### config.mk
export PLATFORM = sky130hd
export DESIGN_NAME = io_input_cond
export DESIGN_NICKNAME = d
export VERILOG_FILES = /design/src/rtl/io_input_pkg.sv /design/src/rtl/debounce_ch.sv /design/src/rtl/io_input_cond.sv
export SDC_FILE = /design/constraint.sdc
export NUM_CORES = 1
export LEC_CHECK = 0
export ABC_AREA = 1
export BUFFER_PORTS_ARGS = -buffer_cell sky130_fd_sc_hd__clkbuf_2
export CAP_MARGIN = 20
export CORE_UTILIZATION = 50
export CTS_CLUSTER_SIZE = 28
export DETAILED_ROUTE_END_ITERATION = 10
export PLACE_DENSITY = 0.81
export SLEW_MARGIN = 30
export SYNTH_ARGS = -nofsm -noshare
export SYNTH_HDL_FRONTEND = slang
export SYNTH_SLANG_ARGS = --single-unit
### constraint.sdc
create_clock -name clk -period 2.2 [get_ports clk]
set_input_delay 0.11 -clock clk [delete_from_list [all_inputs] [get_ports clk]]
set_output_delay 0.11 -clock clk [all_outputs]
set_load 0.01 [all_outputs]
### src/rtl/io_input_pkg.sv
`default_nettype none
// ============================================================================
// io_input_pkg : shared widths and defaults for the board input conditioner
// Rev 1.0
// ============================================================================
package io_input_pkg;

  localparam int SW_W                    = 32;
  localparam int NUM_BTN                 = 4;
  localparam int DEFAULT_SYNC_STAGES     = 2;
  localparam int DEFAULT_DEBOUNCE_CYCLES = 4;

  // Counter width able to hold 0..n-1, never narrower than one bit.
  function automatic int cnt_width(input int n);
    return (n <= 2) ? 1 : $clog2(n);
  endfunction

endpackage
`default_nettype wire

### src/rtl/debounce_ch.sv
`default_nettype none
// ============================================================================
// debounce_ch : one button -- invert, synchronize, debounce, press pulse
// Rev 1.0
// ============================================================================
module debounce_ch
  import io_input_pkg::*;
#(
  parameter int SYNC_STAGES     = DEFAULT_SYNC_STAGES,
  parameter int DEBOUNCE_CYCLES = DEFAULT_DEBOUNCE_CYCLES
) (
  input  logic clk,
  input  logic rst_n,
  input  logic btn_n_i,
  output logic level_o,
  output logic press_o
);

  localparam int                CNT_W    = cnt_width(DEBOUNCE_CYCLES);
  localparam logic [CNT_W-1:0]  CNT_LAST = CNT_W'(DEBOUNCE_CYCLES - 1);

  localparam logic [0:0] ST_STABLE   = 1'b0;
  localparam logic [0:0] ST_COUNTING = 1'b1;

  logic [SYNC_STAGES-1:0] sync_q;
  logic                   s;
  logic                   level_q, level_d;
  logic [CNT_W-1:0]       cnt_q, cnt_d;
  logic                   press_q, press_d;
  logic [0:0]             state;

  assign s = sync_q[SYNC_STAGES-1];

  // The state is implied by whether the synchronized input disagrees with q.
  assign state = (s != level_q) ? ST_COUNTING : ST_STABLE;

  always_comb begin
    level_d = level_q;
    cnt_d   = '0;
    press_d = 1'b0;
    case (state)
      ST_COUNTING: begin
        if (cnt_q == CNT_LAST) begin
          level_d = s;
          press_d = s;
        end else begin
          cnt_d = cnt_q + 1'b1;
        end
      end
      default: ;
    endcase
  end

  // Reset loads the released level into the synchronizer (0 after inversion).
  always_ff @(posedge clk) begin
    if (!rst_n) begin
      sync_q  <= '0;
      level_q <= 1'b0;
      cnt_q   <= '0;
      press_q <= 1'b0;
    end else begin
      sync_q  <= {sync_q[SYNC_STAGES-2:0], ~btn_n_i};
      level_q <= level_d;
      cnt_q   <= cnt_d;
      press_q <= press_d;
    end
  end

  assign level_o = level_q;
  assign press_o = press_q;

endmodule
`default_nettype wire

### src/rtl/io_input_cond.sv
`default_nettype none
// ============================================================================
// io_input_cond : switch synchronizers and debounced buttons for the core
// Rev 1.0
// ============================================================================
module io_input_cond
  import io_input_pkg::*;
#(
  parameter int SYNC_STAGES     = DEFAULT_SYNC_STAGES,
  parameter int DEBOUNCE_CYCLES = DEFAULT_DEBOUNCE_CYCLES
) (
  input  logic               clk,
  input  logic               rst_n,
  input  logic [SW_W-1:0]    sw_raw,
  input  logic [NUM_BTN-1:0] btn_n_raw,
  output logic [SW_W-1:0]    io_sw,
  output logic [NUM_BTN-1:0] io_btn,
  output logic [NUM_BTN-1:0] btn_press
);

  // Switches are level inputs read by software, so they are only synchronized.
  for (genvar g = 0; g < SW_W; g++) begin : g_sw_bit
    logic [SYNC_STAGES-1:0] chain_q;

    always_ff @(posedge clk) begin
      if (!rst_n) begin
        chain_q <= '0;
      end else begin
        chain_q <= {chain_q[SYNC_STAGES-2:0], sw_raw[g]};
      end
    end

    assign io_sw[g] = chain_q[SYNC_STAGES-1];
  end

  for (genvar b = 0; b < NUM_BTN; b++) begin : g_btn
    debounce_ch #(
      .SYNC_STAGES     (SYNC_STAGES),
      .DEBOUNCE_CYCLES (DEBOUNCE_CYCLES)
    ) u_debounce_ch (
      .clk     (clk),
      .rst_n   (rst_n),
      .btn_n_i (btn_n_raw[b]),
      .level_o (io_btn[b]),
      .press_o (btn_press[b])
    );
  end

endmodule
`default_nettype wire

**Word-level counts from Yosys, hierarchy flattened**

Index checks and enable logic that the tools add are counted.

- Bits in registers: 88
- Input port bits: 38
- Output and inout bits: 40
- Logic and storage cells: 85

- Add/subtract/negate cells: 4
- Equality and inequality tests: 8
- Muxes and demuxes: 4
- Bitwise operators: 9
- Reduce and logical (&&, ||, !) cells: 12

Operators with widths:

| operator | number |
|---|---|
| AND reduction 3 bit | 4 |
| OR reduction 3 bit | 4 |
| inverter 1 bit | 9 |
| adder 2 x 1 -> 2 bit, second input constant | 4 |
| == test 2 bit, second input constant | 4 |
| AND reduction 2 bit | 4 |
| two-way mux 1 bit | 4 |
| != test 1 bit | 4 |

**Logic depth before layout (Yosys ltp)**

Gate-level depths: netlist of the first run.

- Depth after elaboration: 4
- Gate-level depth with buffers: 5

**Modules after synthesis**

Synthesis of the first run repeated with hierarchy kept, for this count alone.

- Cells, all modules: 327
- Area, all modules: 2911.5 um^2

Modules (own cells, without submodules):

| module | times used | cells each | area each (um^2) | sequential area each (um^2) |
|---|---|---|---|---|
| io_input_cond | 1 | 231 | 2080.7 | 1281.2 |
| debounce_ch | 4 | 24 | 207.7 | 120.1 |

**Worst setup path before layout of the first run**

Ideal clock, no wire load.

- Path type: register to register
- Start: reg g_btn[0].u_debounce_ch.cnt_q[0]
- End: reg g_btn[0].u_debounce_ch.level_q
- Setup time: 0.122 ns
- Arrival time: 0.699 ns
- Data required time: 2.078 ns
- Setup slack: 1.379 ns
- Stages on the path, launching flop included: 5
- Path buffers: 0
- Period minus slack after synthesis: 0.821 ns
- Path through: dfxtp_1 -> ha_1 -> inv_1 -> o21ai_0 -> a21oi_1

- Longest elaborated chain between the ends: 2

Ends and longest elaborated chain:

| element | RTL line | source |
|---|---|---|
| from (decl) | debounce_ch.sv:28 | `logic [CNT_W-1:0] cnt_q, cnt_d;` |
| from (signal assigned) | debounce_ch.sv:64 | `cnt_q <= cnt_d;` |
| == test 2 bit | debounce_ch.sv:43 | `if (cnt_q == CNT_LAST) begin` |
| AND reduction 2 bit (no line) | -- |  |
| to (signal assigned) | debounce_ch.sv:63 | `level_q <= level_d;` |
| to (decl) | debounce_ch.sv:27 | `logic level_q, level_d;` |

No other way between the ends.
A chain may end at the register's enable or synchronous reset.

**Worst setup path after layout of the first run**

- Start: reg g_btn[3].u_debounce_ch.level_q
- End: out io_btn[3]

RTL lines:

| element | RTL line | source |
|---|---|---|
| from (decl) | debounce_ch.sv:27 |  |
| from (signal assigned) | debounce_ch.sv:63 |  |
| to (decl) | io_input_cond.sv:17 | `output logic [NUM_BTN-1:0] io_btn,` |

No word-level cell between the ends.

==> results of run 1 <==
tightest hold or removal path: stages:
cell	delay (ns)
clkbuf_2	0.30
nand2_1	0.13
inv_1	0.03
per-layer routing:
layer / track usage (%) / vias up
li1: - / 1051
met1: 15.81 / 864
met2: 29.13 / 56
met3: 4.767 / 17
met4: 11.48 / 0
met5: 0 / -
worst min path at each step:
stage | from | end | slack [ns] | depth (start not counted)
final | rst_n | g_sw_bit[11].chain_q[1]$_SDFF_PN0_ | 0.27 | 3
after global routing | rst_n | g_sw_bit[28].chain_q[0]$_SDFF_PN0_ | 0.30 | 3
after CTS | rst_n | g_sw_bit[11].chain_q[1]$_SDFF_PN0_ | 0.26 | 3
after detailed placement | btn_n_raw[0] | g_btn[0].u_debounce_ch.sync_q[0]$_SDFF_PN0_ | 0.27 | 2
after global placement | btn_n_raw[0] | g_btn[0].u_debounce_ch.sync_q[0]$_SDFF_PN0_ | 0.27 | 2
after floorplan | btn_n_raw[0] | g_btn[0].u_debounce_ch.sync_q[0]$_SDFF_PN0_ | 0.18 | 1
report_power, final:
group | internal [W] | total (W) | leakage (nW) | switching (W)
sequential | 0.00166 | 0.00167 | 0.725 | 0.0000177
clock | 0.000524 | 0.00107 | 0.0916 | 0.000549
combinational | 0.000104 | 0.000196 | 1.32 | 0.0000918
total | 0.00228 | 0.00294 | 2.13 | 0.000659
cells by family (layout without fill, tap and decap cells):
| group | count (synthesis) | after routing | synth area share (%) |
|---|---|---|---|
| buffers and inverters | 134 | 216 | 23.18 |
| and+or+nand+nor | 103 | 103 | 14.17 |
| DFF | 88 | 88 | 60.09 |
| AOI/OAI and AO/OA | 5 | 5 | 0.8531 |
| adders and majority gates | 4 | 4 | 1.707 |
registers in the layout, indices dropped and copies added, names as in the netlist:
register	count
g_btn.u_debounce_ch.level_o	4
g_btn.u_debounce_ch.cnt_q	8
g_sw_bit.chain_q	64
g_btn.u_debounce_ch.press_o	4
g_btn.u_debounce_ch.sync_q	8
layout make-up:
| type | instances | area [um2] |
|---|---|---|
| Inverter | 85 | 319.1 |
| Timing Repair Buffer | 115 | 760.7 |
| Tap cell | 72 | 90.09 |
| Clock buffer | 9 | 123.9 |
| Clock inverter | 7 | 71.32 |
| Sequential cell | 88 | 1762 |
| Multi-Input combinational cell | 112 | 490.5 |
| Fill cell | 428 | 1957 |
metrics by stage:
stage | power, W | hold WS [ns] | utilization (%) | std cells
after floorplan | 0.001820 | 0.1824 | - | 334
final | 0.002942 | 0.2693 | 64.89 | 488
after global placement | 0.001849 | 0.2657 | 54.93 | 436
after detailed placement | 0.001855 | 0.2722 | 54.93 | 436
after CTS | 0.002976 | 0.2598 | 64.89 | 488
after global routing | 0.003073 | 0.2959 | 64.89 | 488
cells in the mapped netlist:
library cell  number  area [um2]
dfxtp_1           88        1762
inv_1             84       315.3
nand2_1           79       296.5
buf_4             41       307.8
nor2_1            13       48.80
buf_2              6       30.03
ha_1               4       50.05
nand3_1            4       20.02
nand4_1            4       25.02
o21ai_1            3       15.01
buf_6              2       22.52
nor3_2             2       20.02
a21oi_1            1       5.000
inv_2              1       3.750
nor3_1             1       5.000
o21ai_0            1       5.000
layout by cell type, fill, tap and decap left out, types with 4 or more instances in the layout:
cell type	instances
nand4_1	4
nand2_1	79
clkbuf_2	77
nor2_1	13
nand3_1	4
ha_1	4
clkbuf_8	9
dlygate4sd3_1	36
dfxtp_1	88
inv_1	84
timing repair:
item                                    CTS  global route
endpoints found under the setup margin    0             0
endpoints found under the hold margin    36             0
hold buffers                             36             0
==> impl_metrics.env, run 1 <==
export IMPL_status="complete, no violations"
export IMPL_route_met2_wl_um=2286
export IMPL_synthesis_area_mm2=0.002932
export IMPL_gp_congestion=0.7344
export IMPL_ir_drop_mv=0.4944
export IMPL_ys_warn_count=0
export IMPL_yosysSeqAreaShare_pct=60.09
export IMPL_core_mm2=0.005574
export IMPL_grt_use_total_pct=16.24
export IMPL_viasPerCell=4.074
export IMPL_post_cts_buffers=0
export IMPL_avgSynthCellArea_um2=8.777
export IMPL_syn_num_nets=376
export IMPL_period_share_pct=47.26
export IMPL_reg2reg_to="g_btn[1].u_debounce_ch.cnt_q[0]$_SDFF_PP0_"
export IMPL_grt_pass1_vias=1866
export IMPL_first_pass_iters=4
export IMPL_power_density_mw_per_mm2=813.3
export IMPL_design_area_mm2=0.003617
export IMPL_num_vias=1988
export IMPL_p_leak_nw=2.132
export IMPL_place_area_mm2=0.003062
export IMPL_wl_per_cell_um=9.504
export IMPL_area_growth_pct=23.39
export IMPL_cts_tree="built"
export IMPL_initial_core_util_pct=52.59
export IMPL_dr_wl_met3_um=227
export IMPL_n_antenna_cell=0
export IMPL_drc=0
export IMPL_dr_first_iter_drc_count=71
export IMPL_drt_antenna_violating_nets=0
export IMPL_cts_resized=0
export IMPL_synth_seq_cells=88
export IMPL_boundaryPins=78
export IMPL_clockBufferDepth=2
export IMPL_finalCriticalPeriod_ns=1.040
export IMPL_post_dp_hpwl_um=2887
export IMPL_grt_max_degree=39
export IMPL_clockRootBuffer="clkbuf_8"
export IMPL_wl_met1_um=1971
export IMPL_cpPeakStageDelay_ns=0.42
export IMPL_crit_family="flip-flops"
export IMPL_cp_startpoint="g_btn[3].u_debounce_ch.level_o$_SDFFE_PN0P_"
export IMPL_cap_violations=0
export IMPL_synth_distinct_cells=16
export IMPL_cp_max_fo=5
export IMPL_antenna_found_initial=0
export IMPL_dpl_worst_slack_ns=0.8904
export IMPL_path_clk_slew_ns=0.08
export IMPL_setup_tns_ns=0
export IMPL_worstSetupPathDepth=1
export IMPL_grt_overflow=0
export IMPL_worstSetupPathType="flop to output port"
export IMPL_grt_pass1_wl_um=7486
export IMPL_worstHoldPathType="input port to flop"
export IMPL_placementRows=27
export IMPL_final_hold_violation_count=0
export IMPL_cts_sinks=88
export IMPL_fp_dieW_um=78.57
export IMPL_top_layer_used="met4"
export IMPL_worstRegToRegCells=4
export IMPL_cp_num_buf_inv=1
export IMPL_crit_required_ns=2.09
export IMPL_nets=453
export IMPL_finClkSkew_ns=0.004482
export IMPL_synthCells=334
export IMPL_timing_rr_start="g_btn[1].u_debounce_ch.cnt_q[0]$_SDFF_PP0_"
export IMPL_crit_chain="clkbuf_2"
export IMPL_die_h_um=78.57
export IMPL_slowest_stage="dfxtp_1"
export IMPL_routed_wl_um=4638
export IMPL_worstSetupEndpointType="output port"
export IMPL_slew_headroom_pct=68.90
export IMPL_fmax_ghz=0.9618
export IMPL_r2r_setup_slack_ns=1.22
export IMPL_port_buffers=77
export IMPL_start_kind="flop"
export IMPL_cts_buffers=9
export IMPL_die_area_mm2=0.006173
export IMPL_drive_above_1_share_pct=23.56
export IMPL_endpoint="io_btn[3]"
export IMPL_setup_violations=0
export IMPL_rsz0062_at_grt="no"
export IMPL_clkLatencyLatePin_ns=0.34
export IMPL_worst_slack_ns=1.160
export IMPL_cp_arrival_ns=0.93
export IMPL_worst_pin_slew_ns=0.4665
export IMPL_drv_slew=0
export IMPL_h_tree_depth=3
Note: power is estimated with default switching activity, not from simulation.
==> run 2, diff against run 1 <==
clock period = 1.1 ns   (was 2.2 ns; I/O delays follow)
==> run 2 against run 1 <==
  * First-iteration DRC count decreased by 38%
  * Register-to-register slack worse by 1.0 ns
  * Core utilization up 1.1 points
  * Count of clock-buffer cells in the layout up 1
  * Routed wire length increased by 2.5%
  * Critical endpoint unchanged
  * Largest cell class unchanged
==> impl_metrics.env, run 2 (same netlist as run 1, synthesis figures left out) <==
export IMPL_largest_reg_flops=64
export IMPL_p_comb_share_pct=6.5
export IMPL_fp_dieW_um=78.57
export IMPL_n_antenna_cell=0
export IMPL_power_density_mw_per_mm2=1685
export IMPL_drv_slew=0
export IMPL_grt_overflow=0
export IMPL_cpPeakStageDelay_ns=0.41
export IMPL_h_tree_depth=3
export IMPL_cts_sinks=88
export IMPL_fmax_ghz=1.033
export IMPL_die_area_mm2=0.006173
export IMPL_pwr_share_seq_pct=54.0
export IMPL_cts_buffers=9
export IMPL_post_dp_hpwl_um=2803
export IMPL_crit_required_ns=1.04
export IMPL_grt_use_total_pct=17.12
export IMPL_status="complete, no violations"
export IMPL_dr_first_iter_drc_count=44
export IMPL_final_cell_mix="dfxtp_1 (88), inv_1 (84), nand2_1 (79), clkbuf_2 (77), dlygate4sd3_1 (36)"
export IMPL_area_growth_pct=25.44
export IMPL_path_clk_slew_ns=0.09
export IMPL_worstSetupPathType="flop to output port"
export IMPL_clkLatencyLatePin_ns=0.34
export IMPL_dp_cells=436
export IMPL_cp_max_fo=5
export IMPL_core_mm2=0.005574
export IMPL_grt_pass1_wl_um=7955
export IMPL_crit_chain="clkbuf_2"
export IMPL_first_pass_iters=4
export IMPL_boundaryPins=78
export IMPL_slowest_stage="dfxtp_1"
export IMPL_drc=0
export IMPL_clockBufferDepth=2
export IMPL_finClkSkew_ns=0.008956
export IMPL_slew_headroom_pct=87.65
export IMPL_worstHoldPathType="input port to flop"
export IMPL_power_switching_w=0.001319
export IMPL_period_share_pct=87.99
export IMPL_grt_pass1_vias=1967
export IMPL_placementRows=27
export IMPL_clkPwrFrac_pct=39.4
export IMPL_regMostFlops="g_sw_bit.chain_q"
export IMPL_routed_wl_um=4753
export IMPL_cp_arrival_ns=0.91
export IMPL_die_h_um=78.57
export IMPL_initial_core_util_pct=52.59
export IMPL_cts_tree="built"
export IMPL_crit_family="flip-flops"
export IMPL_cap_violations=0
export IMPL_rsz0062_at_grt="no"
export IMPL_p_int_w=0.004877
export IMPL_nets=453
export IMPL_gp_congestion=0.6811
export IMPL_final_common_cell="dfxtp_1"
export IMPL_finalCriticalPeriod_ns=0.9679
export IMPL_num_vias=1991
export IMPL_grt_max_degree=46
export IMPL_antenna_found_initial=0
export IMPL_worst_pin_slew_ns=0.1853
export IMPL_setup_tns_ns=0
export IMPL_stdcell_count=488
export IMPL_worstSetupEndpointType="output port"
export IMPL_final_hold_violation_count=0
export IMPL_drive_above_1_share_pct=23.56
export IMPL_port_buffers=77
export IMPL_cp_num_buf_inv=1
export IMPL_post_cts_buffers=0
export IMPL_viasPerCell=4.080
export IMPL_sw_frac_of_total_pct=21.28
export IMPL_clockRootBuffer="clkbuf_8"
export IMPL_drt_antenna_violating_nets=0
export IMPL_p_leak_nw=2.158
export IMPL_ir_drop_mv=0.9280
export IMPL_start_kind="flop"
export IMPL_top_regs="g_sw_bit.chain_q: 64 flops, g_btn.u_debounce_ch.cnt_q: 8 flops, g_btn.u_debounce_ch.sync_q: 8 flops"
export IMPL_wl_per_cell_um=9.740
export IMPL_setup_violations=0
## run 2: cell count changes in the layout (fill, tap and decap cells not counted)
cell,before,now
clkinvlp_4,3,2
clkbuf_8,9,10
inv_6,1,0
bufinv_16,1,2
buf_4,2,0
buf_12,0,2
clkinv_4,0,2
clkinv_2,2,0
## run 2: what timing repair did
action,4_1_cts,5_1_grt
endpoints found under the hold margin,36,0
hold buffers,36,0
gates resized for setup,0,0
## run 2: stage by stage
stage          worst slack [ns]  instance area (um2)  hold WS, ns  utilization, %  power (W)
2_1_floorplan            0.2794                 2932       0.1274               -   0.003641
3_3_place_gp             0.2647                 3087       0.2122           55.38   0.003708
3_5_place_dp             0.1967                 3087       0.2129           55.38   0.003721
4_1_cts                  0.1055                 3677       0.1432           65.97   0.006246
5_1_grt                 0.05314                 3677       0.1589           65.97   0.006465
6_report                 0.1321                 3677       0.1685           65.97   0.006195
## run 2: power groups by stage
stage | combinational (W) | clock (W) | sequential [W]
finish | 0.000406 | 0.00244 | 0.00335
global route | 0.000456 | 0.00265 | 0.00336
CTS | 0.000401 | 0.00250 | 0.00335
detailed placement | 0.000300 | 0 | 0.00342
global placement | 0.000291 | 0 | 0.00342
floorplan | 0.000229 | 0 | 0.00341
## run 2: cell type report
cell class | count | area [um2]
fillers | 437 | 1897
flip-flops and latches | 88 | 1762
repair buffers | 115 | 785.8
multi-input cells | 112 | 490.5
inverters | 85 | 319.1
clock buffers | 10 | 137.6
clock inverters | 6 | 92.59
well taps | 72 | 90.09
## run 2: path summary, 6_finish.rpt
path	endpoint	from	cells past startpoint	slack, ns
hold / removal	g_sw_bit[21].chain_q[1]$_SDFF_PN0_	rst_n	4	0.17
hold reg to reg	g_sw_bit[1].chain_q[1]$_SDFF_PN0_	g_sw_bit[1].chain_q[0]$_SDFF_PN0_	2	0.41
setup reg to reg	g_btn[0].u_debounce_ch.level_o$_SDFFE_PN0P_	g_btn[0].u_debounce_ch.cnt_q[0]$_SDFF_PP0_	4	0.20
setup / recovery	io_btn[3]	g_btn[3].u_debounce_ch.level_o$_SDFFE_PN0P_	1	0.13
## run 2: metal layers
layer | share of wire [%] | wire length, um | vias up | global-route usage [%]
met2 | 55 | 2621 | 56 | 33.65
met3 | 4.5 | 212 | 11 | 5.116
met1 | 38 | 1820 | 868 | 15.39
met5 | 0 | 0 | - | 0
li1 | - | - | 1056 | -
met4 | 2.1 | 98 | 0 | 8.889
## run 2: worst min-delay path, cell delays in order
cell	delay (ns)
clkbuf_2	0.13
buf_12	0.18
nand2_1	0.06
inv_1	0.03
